**src/rtl/forward_scoreboard.sv**
```systemverilog
// Execute-stage operand forwarding with a pending-write scoreboard for multi-cycle producers.
// Optional statistics counters are enabled with `define FORWARD_SCOREBOARD_STATS_EN.
module forward_scoreboard #(
  parameter int unsigned XLEN           = 32,
  parameter int unsigned NUM_SRC        = 2,
  parameter int unsigned NUM_FWD_STAGES = 2,
  parameter int unsigned MAX_LAT        = 15,
  localparam int unsigned CNT_W         = $clog2(MAX_LAT + 1),
  localparam int unsigned REG_W         = 5
) (
  input  logic                               clk,
  input  logic                               resetn,
  input  logic                               flush,
  input  logic                               issueValid,
  input  logic [REG_W-1:0]                   issueDest,
  input  logic [CNT_W-1:0]                   issueLat,
  input  logic [NUM_SRC*REG_W-1:0]           issueSrc,
  output logic                               issueFire,
  input  logic [NUM_FWD_STAGES-1:0]          stageValid,
  input  logic [NUM_FWD_STAGES*REG_W-1:0]    stageDest,
  input  logic [NUM_FWD_STAGES*XLEN-1:0]     stageData,
  input  logic [NUM_FWD_STAGES-1:0]          stageReady,
  input  logic                               commitValid,
  input  logic [REG_W-1:0]                   commitDest,
  output logic [NUM_SRC-1:0]                 fwdEnable,
  output logic [NUM_SRC*XLEN-1:0]            fwdData,
  output logic                               stall
`ifdef FORWARD_SCOREBOARD_STATS_EN
  ,
  output logic [31:0]                        statStallCycles,
  output logic [31:0]                        statFwdHits
`endif
);

  // Bit 0 exists only so a source index can address the vector directly; it never sets.
  logic [31:0]          busy;
  logic [CNT_W-1:0]     cnt [31:1];
  logic [CNT_W-1:0]     lat_sat;

  logic [NUM_SRC-1:0]        fwd_en;
  logic [NUM_SRC*XLEN-1:0]   fwd_data;
  logic [NUM_SRC-1:0]        hazard;
  logic [REG_W-1:0]          src;
  logic                      matched;
  logic                      blocked;
  logic                      stall_int;
  logic                      fire_int;

  // Clamp oversized latencies; only reachable when MAX_LAT is not 2^n-1.
  if (MAX_LAT == (2 ** CNT_W) - 1) begin : g_lat_full
    assign lat_sat = issueLat;
  end else begin : g_lat_clamp
    assign lat_sat = (issueLat > CNT_W'(MAX_LAT)) ? CNT_W'(MAX_LAT) : issueLat;
  end

  // Youngest-first stage match per source; an unready younger match hides older stages.
  always_comb begin
    fwd_en   = '0;
    fwd_data = '0;
    hazard   = '0;
    src      = '0;
    matched  = 1'b0;
    blocked  = 1'b0;
    for (int s = 0; s < NUM_SRC; s++) begin
      src     = issueSrc[s*REG_W +: REG_W];
      matched = 1'b0;
      blocked = 1'b0;
      for (int i = 0; i < NUM_FWD_STAGES; i++) begin
        if (!matched && (src != '0) && stageValid[i] &&
            (stageDest[i*REG_W +: REG_W] == src)) begin
          matched = 1'b1;
          if (stageReady[i]) begin
            fwd_en[s]                 = 1'b1;
            fwd_data[s*XLEN +: XLEN]  = stageData[i*XLEN +: XLEN];
          end else begin
            blocked = 1'b1;
          end
        end
      end
      hazard[s] = blocked || (busy[src] && !fwd_en[s]);
    end
  end

  assign stall_int = resetn && issueValid && (|hazard);
  assign fire_int  = resetn && issueValid && !stall_int;

  assign stall     = stall_int;
  assign issueFire = fire_int;
  assign fwdEnable = resetn ? fwd_en : '0;
  assign fwdData   = resetn ? fwd_data : '0;

  // Per-register update: issue set beats commit clear beats countdown; flush beats all.
  always_ff @(posedge clk or negedge resetn) begin
    if (!resetn) begin
      busy <= '0;
      for (int r = 1; r < 32; r++) cnt[r] <= '0;
    end else if (flush) begin
      busy <= '0;
      for (int r = 1; r < 32; r++) cnt[r] <= '0;
    end else begin
      for (int r = 1; r < 32; r++) begin
        if (fire_int && (lat_sat != '0) && (issueDest == REG_W'(r))) begin
          busy[r] <= 1'b1;
          cnt[r]  <= lat_sat;
        end else if (commitValid && (commitDest == REG_W'(r))) begin
          busy[r] <= 1'b0;
          cnt[r]  <= '0;
        end else if (busy[r]) begin
          cnt[r] <= (cnt[r] != '0) ? cnt[r] - CNT_W'(1) : '0;
          if (cnt[r] <= CNT_W'(1)) busy[r] <= 1'b0;
        end
      end
    end
  end

`ifdef FORWARD_SCOREBOARD_STATS_EN
  localparam int unsigned POP_W = $clog2(NUM_SRC + 1);

  logic [POP_W-1:0] hit_pop;
  logic [32:0]      hit_sum;

  always_comb begin
    hit_pop = '0;
    for (int s = 0; s < NUM_SRC; s++) hit_pop = hit_pop + POP_W'(fwd_en[s]);
    hit_sum = {1'b0, statFwdHits} + 33'(hit_pop);
  end

  // Saturating counters; flush deliberately leaves them alone.
  always_ff @(posedge clk or negedge resetn) begin
    if (!resetn) begin
      statStallCycles <= '0;
      statFwdHits     <= '0;
    end else begin
      if (stall_int && (statStallCycles != '1)) statStallCycles <= statStallCycles + 32'd1;
      if (fire_int) statFwdHits <= hit_sum[32] ? '1 : hit_sum[31:0];
    end
  end
`endif

endmodule

```
**config.mk**
```make
export PLATFORM = sky130hd
export DESIGN_NAME = forward_scoreboard
export DESIGN_NICKNAME = d
export VERILOG_FILES = /design/src/rtl/forward_scoreboard.sv
export SDC_FILE = /design/constraint.sdc
export NUM_CORES = 1
export LEC_CHECK = 0
export ABC_AREA = 1
export BUFFER_PORTS_ARGS = -buffer_cell sky130_fd_sc_hd__buf_2
export CAP_MARGIN = 20
export CORE_ASPECT_RATIO = 0.8
export CORE_UTILIZATION = 54
export DETAILED_ROUTE_END_ITERATION = 10
export PLACE_DENSITY = 0.78
export SLEW_MARGIN = 40
export SYNTH_ARGS = -nofsm -noshare
export SYNTH_HDL_FRONTEND = slang
export SYNTH_SLANG_ARGS = --single-unit
export TNS_END_PERCENT = 50
```
**constraint.sdc**
```tcl
create_clock -name clk -period 1.9 [get_ports clk]
set_input_delay 0 -clock clk [delete_from_list [all_inputs] [get_ports clk]]
set_output_delay 0 -clock clk [all_outputs]
set_load 0.05 [all_outputs]
```
# Yosys cells after proc, flatten, opt, wreduce, memory -nomap -nowiden
# Index checks and enable logic that the tools add are counted.
[word_totals] output_inout_bits=68 in_bits=107 reg_bits=155 word_cells=592
[classes] n_mux=279 reduce_logical=151 order_cmp=33 addsub=31 eq_ne=66
[op_table] operator="4-bit 2-to-1 mux" count=124
[op_table] operator="4-bit nonzero test" count=63
[op_table] operator="32-bit 2-to-1 mux" count=7
[op_table] operator="5-bit == test, second input constant" count=32
[op_table] operator="1-bit 2-to-1 mux" count=142
[op_table] operator="4-bit by 1-bit <= comparator with 1-bit output, second input constant" count=31
[op_table] operator="124-bit 2-to-1 mux" count=1
[op_table] operator="4-bit by 1-bit subtractor with 4-bit output, second input constant" count=31
[op_table] operator="5-bit by 4-bit == test with 1-bit output, second input constant" count=16
[op_table] operator="1-bit logical AND" count=78
[op_table] operator="64-bit 2-to-1 mux" count=1
[op_table] operator="5-bit by 3-bit == test with 1-bit output, second input constant" count=8
[op_table] operator="31-bit 2-to-1 mux" count=1
[op_table] operator="5-bit by 2-bit == test with 1-bit output, second input constant" count=4
[op_table] operator="5-bit == test" count=4
[op_table] operator="5-bit by 6-bit < comparator with 1-bit output, second input constant" count=2
[op_table] operator="1-bit binary-select mux with 5-bit select" count=2
[op_table] operator="5-bit by 1-bit == test with 1-bit output, second input constant" count=2
[op_table] operator="5-bit nonzero test" count=2
[op_table] operator="1-bit zero test" count=5
[op_table] operator="1-bit logical OR" count=2
[op_table] operator="2-bit 2-to-1 mux" count=1
[op_table] operator="2-bit OR reduction" count=1

# Logic depth before layout (Yosys ltp)
# Gate-level depths: netlist (run 1).
[depth] word_depth=20 depth_mapped=19 ltp_nobuf=18

# Worst setup path after synthesis (run 1)
# OpenSTA, ideal clock, no wires.
[synth_path] path_kind="input-to-output" start="in issueSrc[6]" end="out fwdData[60]" t_arrival_ns=2.281 n_path_buf=3 setup_slack_ns=-0.381 required_time_ns=1.900 stages=9 cell_sequence="buf_4 -> inv_2 -> buf_6 -> nand4_1 -> nand2_1 -> nor2_2 -> clkbuf_1 -> nand3_1 -> a211oi_1"
[synth_via] elab_chain_len=10
[synth_rtl] item="start: declaration" line="17" source="input logic [NUM_SRC*REG_W-1:0] issueSrc,"
[synth_rtl] item="5-bit nonzero test" line="69" source="if (!matched && (src != '0) && stageValid[i] &&"
[synth_rtl] item="1-bit logical AND (2 in a row)" line="69"
[synth_rtl] item="1-bit 2-to-1 mux" line="69"
[synth_rtl] item="1-bit zero test" line="69"
[synth_rtl] item="1-bit logical AND (3 in a row)" line="69"
[synth_rtl] item="32-bit 2-to-1 mux *" line="69"
[synth_rtl] item="64-bit 2-to-1 mux *" line="90" source="assign fwdData = resetn ? fwd_data : '0;"
[synth_rtl] item="end: declaration" line="26" source="output logic [NUM_SRC*XLEN-1:0] fwdData,"
# Every way passes the cells marked *; elsewhere a longest branch is shown, timed or not.

# Worst setup path after layout (run 1)
[layout_path] start="reg busy[22]" end="out issueFire"
[layout_via] elab_chain_len=8
[layout_rtl] item="start: declaration" line="36" source="logic [31:0] busy;"
[layout_rtl] item="start signal: assignment" line="95" source="busy <= '0;"
[layout_rtl] item="start signal: assignment" line="98" source="busy <= '0;"
[layout_rtl] item="start signal: indexed assignment" line="103" source="busy[r] <= 1'b1;"
[layout_rtl] item="1-bit binary-select mux with 5-bit select" line="80" source="hazard[s] = blocked || (busy[src] && !fwd_en[s]);"
[layout_rtl] item="1-bit 2-to-1 mux (implied by the code)" line="80"
[layout_rtl] item="1-bit logical AND" line="80"
[layout_rtl] item="1-bit logical OR" line="80"
[layout_rtl] item="2-bit OR reduction *" line="84" source="assign stall_int = resetn && issueValid && (|hazard);"
[layout_rtl] item="1-bit logical AND *" line="84"
[layout_rtl] item="1-bit zero test *" line="85" source="assign fire_int = resetn && issueValid && !stall_int;"
[layout_rtl] item="1-bit logical AND *" line="85"
[layout_rtl] item="end: declaration" line="18" source="output logic issueFire,"
# Every way passes the cells marked *; elsewhere a longest branch is shown, timed or not. The select of a mux whose other input is x is not followed.

==> out/results.tsv, run 1 <==
stage	metric	value	unit
die	Die H	144	µm
outcome	failing checks	setup timing	
worst_hold_path	Worst Hold Class	primary input to asynchronous set/reset pin	
timing	Final Max Tran Viols	0	
setup_path	FF-to-FF End	cnt[39]	
timing	skew final	13.8	ps
die	initial core utilization	55.6	%
final_layout	commonest non-fill, non-tap cell in the layout	nand2_1	
setup_path	worst reg2reg path depth	15	
pwr	Pwr per Cell Area	815	mW/mm²
pwr	Combinational Power Share	44.1	%
timing	worst setup margin	-403	ps
placed_design	HPWL after detailed placement	33200	µm
global_routing	largest net degree at the start of global routing	156	
logic_synthesis	Yosys reg bits	155	
pwr	Pint	8.26	mW
pwr	Net Sw Frac	41.9	%
timing	RSZ-0062 raised after global routing	true	
placed_design	# port buffers	174	
timing	Final Hold Fails	0	
detailed_routing	drt wl/cell	16.9	µm
detailed_routing	final WL	48500	µm
timing	Final period util	121	%
die	die width	180	µm
clocking	total clock sinks	155	
final_layout	nets	2642	
final_layout	Sequential Area	0.00388	mm²
job	maxcap violations	0	
final_layout	Fill cells	2099	
setup_path	Critical Path RT	1900	ps
logic_synthesis	syn nets	2358	
die	row count	51	
final_layout	layout cells sized above 1	21.0	%
global_routing	number of antenna violations at the first check in global routing	3	
logic_synthesis	Syn Area/Cell	6.08	µm²
pwr	register share of total power	32.4	%
global_routing	first-pass GRT wire length	76000	µm
final_layout	highest-count cells in the layout ignoring fill and taps	nand2_1 (894), nor2_1 (262), inv_1 (225)	
detailed_routing	via/cell ratio	5.82	
final_layout	Layout Cells excl Fill	2868	
final_layout	Multi-input gate area	0.00878	mm²
pwr	P_sw	5.96	mW
final_layout	design area	0.0175	mm²
logic_synthesis	synthesized netlist cell count	2251	
die	DIE AREA	0.0260	mm²
global_routing	vias in the first global route	15000	
clocking	CTS Buf Count	17	
clocking	Clock transition at path regs	70	ps
logic_synthesis	Mapped Area	0.0137	mm²
setup_path	setup slack, reg-to-reg	-400	ps
placed_design	RD Place Congestion	0.978	
global_routing	total global routing overflow	0	
setup_path	Setup crit end kind	primary output	
placed_design	DP Area	0.0161	mm²
pwr	Clk pwr share	23.5	%
timing	relative slew slack	59.0	%
detailed_routing	initial DRC count	2028	
pwr	VDD IR max	791	µV
clocking	latest clock arrival within the worst-skew pair	440	ps
logic_synthesis	Synth Warn #	0	
detailed_routing	routed vias	16700	
logic_synthesis	Netlist cell types	32	
timing	Tmin final	2300	ps
detailed_routing	DR pass1 iterations	6	
setup_path	Worst EP arrival	2300	ps
timing	Worst-Margin Slew	614	ps
setup_path	Max FO, Critical Path	4	
clocking	CTS tree	built	
setup_path	worst r2r src	busy[22]	
pwr	leakage	9.20	nW
clocking	CTS HTree Levels	4	
final_layout	synth-to-layout area growth	27.5	%
timing	final hold slack	152	ps
setup_path	Worst setup SP type	register	
logic_synthesis	Seq/Total Area, Yosys	28.3	%
detailed_routing	Final ANT Viol Nets	0	
clocking	Root Buffer	clkbuf_16	
placed_design	# placed instances	2803	
detailed_routing	Residual DRC	0	
die	num ports	175	
clocking	Max clock buf depth	2	
setup_path	critical path type	register to primary output	
timing	Final setup viols	154	
timing	fmax	434	MHz
die	core area	0.0246	mm²
outcome	status	finished, violations left	
global_routing	GRT Util Overall	36.4	%
[power groups by stage]
stage               logic (mW)  clock network, mW  registers, mW
floorplan                 4.68                  0           4.42
global placement          5.80                  0           4.60
detailed placement        5.92                  0           4.61
CTS                       6.08               3.37           4.57
global route              7.10               3.50           4.67
finish                    6.27               3.35           4.61
[flip-flops by register name, summed over array words and instances, names as in the netlist]
register / cells
cnt: 124
busy: 31
[per-layer routing]
layer  wire, µm  global-route usage (%)
met1      20200                    48.6
met2      22000                    58.8
met3       4650                    7.25
met4       1670                    12.9
met5          0                       0
[cell type report]
cell class / instances / share of cell area, %
flip-flops and latches: 155 / 22.2
well taps: 318 / 2.28
inverters: 252 / 5.43
repair buffers: 366 / 16.5
clock inverters: 6 / 0.358
diodes: 2 / 0.0287
clock buffers: 26 / 2.80
multi-input cells: 1743 / 50.3
[logic make-up (layout without fill, tap and decap cells)]
logic type	count (synthesis)	after routing	synth area share, %
and+or+nand+nor	1507	1507	48.9
buffers and inverters	353	650	10.3
AOI/OAI and AO/OA	205	205	10.4
DFF	155	155	28.3
xor gates and xnor gates	31	31	1.98
other	0	2	0
[metrics by stage]
step	worst slack (ps)	setup TNS [ps]	util (%)	total power, mW
finish	-403	-46360	70.8	14.2
global placement	-362	-38700	65.4	10.4
CTS	-350	-39920	69.2	14.0
detailed placement	-347	-39410	65.4	10.5
global route	-514	-68770	70.8	15.3
floorplan	-361	-3170	-	9.11
[worst max-delay path by stage]
stage / to / startpoint
floorplan: fwdData[50] / issueSrc[5]
global placement: cnt[87] / busy[4]
detailed placement: cnt[113] / busy[19]
CTS: cnt[69] / busy[22]
global route: cnt[34] / busy[3]
finish: issueFire / busy[22]
[cell usage after synthesis]
library cell / count / area share, %
nor3_1: 68 / 2.5
nor2_1: 265 / 7.3
nor3_4: 1 / 0.12
dfrtp_1: 155 / 28
nand4_1: 127 / 5.8
clkinv_1: 1 / 0.027
nor2_4: 1 / 0.082
inv_1: 243 / 6.7
a32oi_1: 39 / 2.5
buf_6: 5 / 0.41
a21oi_2: 23 / 1.5
xnor2_1: 25 / 1.6
a21oi_1: 80 / 2.9
buf_1: 9 / 0.25
o21ai_0: 11 / 0.40
o311ai_0: 31 / 2.0
inv_2: 8 / 0.22
nor2_2: 3 / 0.14
nand3_2: 1 / 0.073
o211ai_1: 6 / 0.33
nand4_4: 21 / 3.3
or2_2: 4 / 0.18
or4_1: 1 / 0.055
xor2_1: 6 / 0.38
a211oi_1: 15 / 0.82
nand3_1: 105 / 3.8
nand2_2: 3 / 0.14
buf_4: 8 / 0.44
nand4_2: 9 / 0.82
buf_2: 17 / 0.62
clkbuf_1: 62 / 1.7
nand2_1: 898 / 25
[repair_timing]
action / 4_1_cts / 5_1_grt
setup buffers: 18 / 5
gates resized for setup: 57 / 71
cloned: 2 / 5
endpoints found under the hold margin: 155 / 0
endpoints found under the setup margin: 161 / 206
pin swaps: 14 / 22
hold buffers: 1 / 0
[worst max-delay path, stage by stage, from the launching register on]
cell,delay (ps)
dfrtp_1,420
o211ai_1,250
nand3_1,100
nand3_1,100
nand2_1,70
nor2_2,120
nor2_4,60
buf_6,120
nor3_4,200
buf_6,150
buf_12,130
buf_12,130
(Power assumes the default switching activity.)
==> inputs of run 2 (changes only) <==
- ABC_AREA: 1 -> default
- CORE_UTILIZATION: 54 -> 53
==> run 2 against run 1 <==
- the run still ends with setup timing left
- critical path depth is 2 lower
- hold slack worse by 120 ps
- power is 42% lower
==> out/results.tsv, run 2 <==
stage	metric	value	unit	change
timing	Final Hold Fails	0		unchanged
pwr	Pwr per Cell Area	539	mW/mm²	was 815 mW/mm²
timing	fmax	395	MHz	was 434 MHz
placed_design	# port buffers	174		unchanged
detailed_routing	Final ANT Viol Nets	0		unchanged
global_routing	largest net degree at the start of global routing	115		was 156
logic_synthesis	most area-consuming cells after synthesis	dfrtp_1 (33%), mux2i_1 (12%), nand4_4 (5.1%), a32oi_1 (4.8%), nor2b_1 (3.9%)		was dfrtp_1 (28%), nand2_1 (25%), nor2_1 (7.3%), inv_1 (6.7%), nand4_1 (5.8%)
logic_synthesis	Synth Warn #	0		unchanged
pwr	total power	8.27	mW	was 14.2 mW
final_layout	commonest non-fill, non-tap cell in the layout	dfrtp_1		was nand2_1
outcome	failing checks	setup timing		unchanged
timing	RSZ-0062 raised after global routing	true		unchanged
die	Die H	135	µm	was 144 µm
job	maxcap violations	0		unchanged
timing	worst setup margin	-632	ps	was -403 ps
logic_synthesis	Post-synth EDFFs	0		unchanged
final_layout	synth-to-layout area growth	31.3	%	was 27.5%
pwr	leakage	6.94	nW	was 9.20 nW
setup_path	Critical Path RT	1900	ps	about the same
die	row count	48		was 51
logic_synthesis	Most used DFF post-synth	dfrtp_1		unchanged
logic_synthesis	Syn Area/Cell	9.59	µm²	was 6.08 µm²
logic_synthesis	count leader, synth	dfrtp_1		was nand2_1
logic_synthesis	Yosys reg bits	155		unchanged
setup_path	critical path's most frequent cell	buf_6		
detailed_routing	initial DRC count	1187		was 2028
timing	Fin Setup TNS	-81570	ps	was -46360 ps
placed_design	# placed instances	1692		was 2803
detailed_routing	Residual DRC	0		unchanged
timing	Final period util	133	%	was 121%
logic_synthesis	Mapped Area	0.0117	mm²	was 0.0137 mm²
final_layout	Layout Cells excl Fill	1749		was 2868
final_layout	Largest Register	cnt		unchanged
setup_path	Worst setup SP type	register		unchanged
setup_path	slowest stage cell, crit path	a2111o_2		was dfrtp_1
detailed_routing	drt wl/cell	21.6	µm	was 16.9 µm
logic_synthesis	Yosys top cell area share	33.2	%	was 28.3%
detailed_routing	routed vias	11400		was 16700
clocking	Clock transition at path regs	70	ps	about the same
placed_design	Place WS	-489	ps	was -347 ps
setup_path	Setup crit end kind	primary output		unchanged
outcome	status	finished, violations left		unchanged
global_routing	total global routing overflow	0		unchanged
timing	Final Max Tran Viols	0		unchanged
die	num ports	175		unchanged
final_layout	Final Util	71.1	%	was 70.8%
setup_path	Top delay family on crit path	compound AO/OA/AOI/OAI gates		was simple AND/OR/NAND/NOR gates
final_layout	layout cells sized above 1	33.4	%	was 21.0%
clocking	CTS HTree Levels	4		unchanged
placed_design	HPWL after detailed placement	23700	µm	was 33200 µm
die	DIE AREA	0.0226	mm²	was 0.0260 mm²
clocking	CTS tree	built		unchanged
die	initial core utilization	54.2	%	was 55.6%
timing	final hold slack	34.7	ps	was 152 ps
timing	relative slew slack	54.7	%	was 59.0%
setup_path	Max FO, Critical Path	4		unchanged
setup_path	CP Buf/Inv Count	3		was 4
pwr	VDD IR max	503	µV	was 791 µV
final_layout	Largest regs	cnt: 124 flops, busy: 31 flops		unchanged
final_layout	nets	1566		was 2642
timing	Tmin final	2530	ps	was 2300 ps
global_routing	first-pass GRT wire length	58800	µm	was 76000 µm
global_routing	vias in the first global route	11000		was 15000
die	core area	0.0216	mm²	was 0.0246 mm²
logic_synthesis	synthesized netlist cell count	1218		was 2251
logic_synthesis	Commonest cells post-synth	dfrtp_1 (155), mux2i_1 (141), nand2_1 (107)		was nand2_1 (898), nor2_1 (265), inv_1 (243)
placed_design	RD Place Congestion	0.921		was 0.978
logic_synthesis	Netlist cell types	59		was 32
clocking	Root Buffer	clkbuf_16		unchanged
clocking	Max clock buf depth	2		unchanged
setup_path	Worst EP arrival	2530	ps	was 2300 ps
clocking	total clock sinks	155		unchanged
setup_path	CP cell instances	buf_6 -> mux4_2 -> nand3b_1 -> o21ai_1 -> nor2_1 -> a2111o_2 -> buf_12 -> a31oi_4 -> buf_6		was o211ai_1 -> nand3_1 -> nand3_1 -> nand2_1 -> nor2_2 -> nor2_4 -> buf_6 -> nor3_4 -> buf_6 -> buf_12 -> buf_12
final_layout	number of flip-flops in the largest register	124		unchanged
detailed_routing	via/cell ratio	6.54		was 5.82
worst_hold_path	Worst Hold Class	primary input to register		was primary input to asynchronous set/reset pin
detailed_routing	final WL	37700	µm	was 48500 µm
global_routing	GRT Util Overall	33.3	%	was 36.4%
clocking	CTS Buf Count	17		unchanged
logic_synthesis	Seq/Total Area, Yosys	33.2	%	was 28.3%
detailed_routing	DR pass1 iterations	5		was 6
logic_synthesis	ys async rst share	100	%	unchanged
timing	Worst-Margin Slew	674	ps	was 614 ps
timing	Final setup viols	189		was 154
final_layout	highest-count cells in the layout ignoring fill and taps	dfrtp_1 (155), mux2i_1 (141), nand2_1 (107)		was nand2_1 (894), nor2_1 (262), inv_1 (225)
setup_path	critical path type	register to primary output		unchanged
die	die width	168	µm	was 180 µm
timing	skew final	11.2	ps	was 13.8 ps
logic_synthesis	syn nets	1325		was 2358
final_layout	design area	0.0153	mm²	was 0.0175 mm²
placed_design	DP Area	0.0137	mm²	was 0.0161 mm²
global_routing	number of antenna violations at the first check in global routing	2		was 3
setup_path	CP peak stage delay	520	ps	was 420 ps
clocking	latest clock arrival within the worst-skew pair	440	ps	about the same
logic_synthesis	Synth area leader	dfrtp_1		unchanged
run 2: power by group:
group / internal, mW / switching [mW]
Clock: 2.19 / 1.47
Combinational: 0.510 / 0.791
Sequential: 3.31 / 0.00791
Total: 6.00 / 2.27
run 2: cell families (layout without fill, tap and decap cells):
logic type             count (synthesis)  in the layout  share of synthesized area (%)
AND/OR/NAND/NOR                      506            506                           28.2
AO/OA/AOI/OAI                        303            303                           18.1
multiplexers                         155            155                           14.5
flip-flops                           155            155                           33.2
buffers and inverters                 80            334                           4.57
XOR/XNOR                              19             19                           1.42
other                                  0              2                              0
run 2: final cells by class:
type                    count  area [µm²]
diodes                      2        5.00
well taps                 275         344
flip-flops and latches    155        3880
fillers                  1448        6220
clock inverters            12         160
multi-input cells         983        7810
repair buffers            302        2670
clock buffers              20         467
run 2: final timing paths:
check,start,end,slack [ps],cells after the start
min in group asynchronous,resetn,cnt[47],190,3
hold / removal,flush,busy[15],30,2
setup reg to reg,busy[27],cnt[22],-620,10
hold reg to reg,cnt[76],cnt[76],600,3
max in group asynchronous,resetn,cnt[28],640,4
setup / recovery,busy[19],stall,-630,9
run 2: worst register-to-register path, cell delays in order (launching register included):
cell	delay, ps
dfrtp_1	400
mux2i_1	110
mux4_2	460
a22o_1	240
a221oi_2	250
nand2_2	140
buf_12	170
buf_12	140
buf_16	150
nand4_4	130
mux2i_1	240
run 2: layer usage:
metal,up-vias,part of all wire (%),global-route usage (%)
li1,5108,-,-
met1,5546,40,43.5
met2,678,46,52.8
met3,112,11,10.1
met4,2,3.1,11.1
met5,-,0.032,0
run 2: what timing repair did:
action                                  CTS  global route
gates resized for setup                 128           103
setup buffers                            16             4
endpoints found under the setup margin  223           223
hold endpoints to repair                 52             0
hold buffers                              2             0
cloned                                    3             0
pin swaps                                20            18
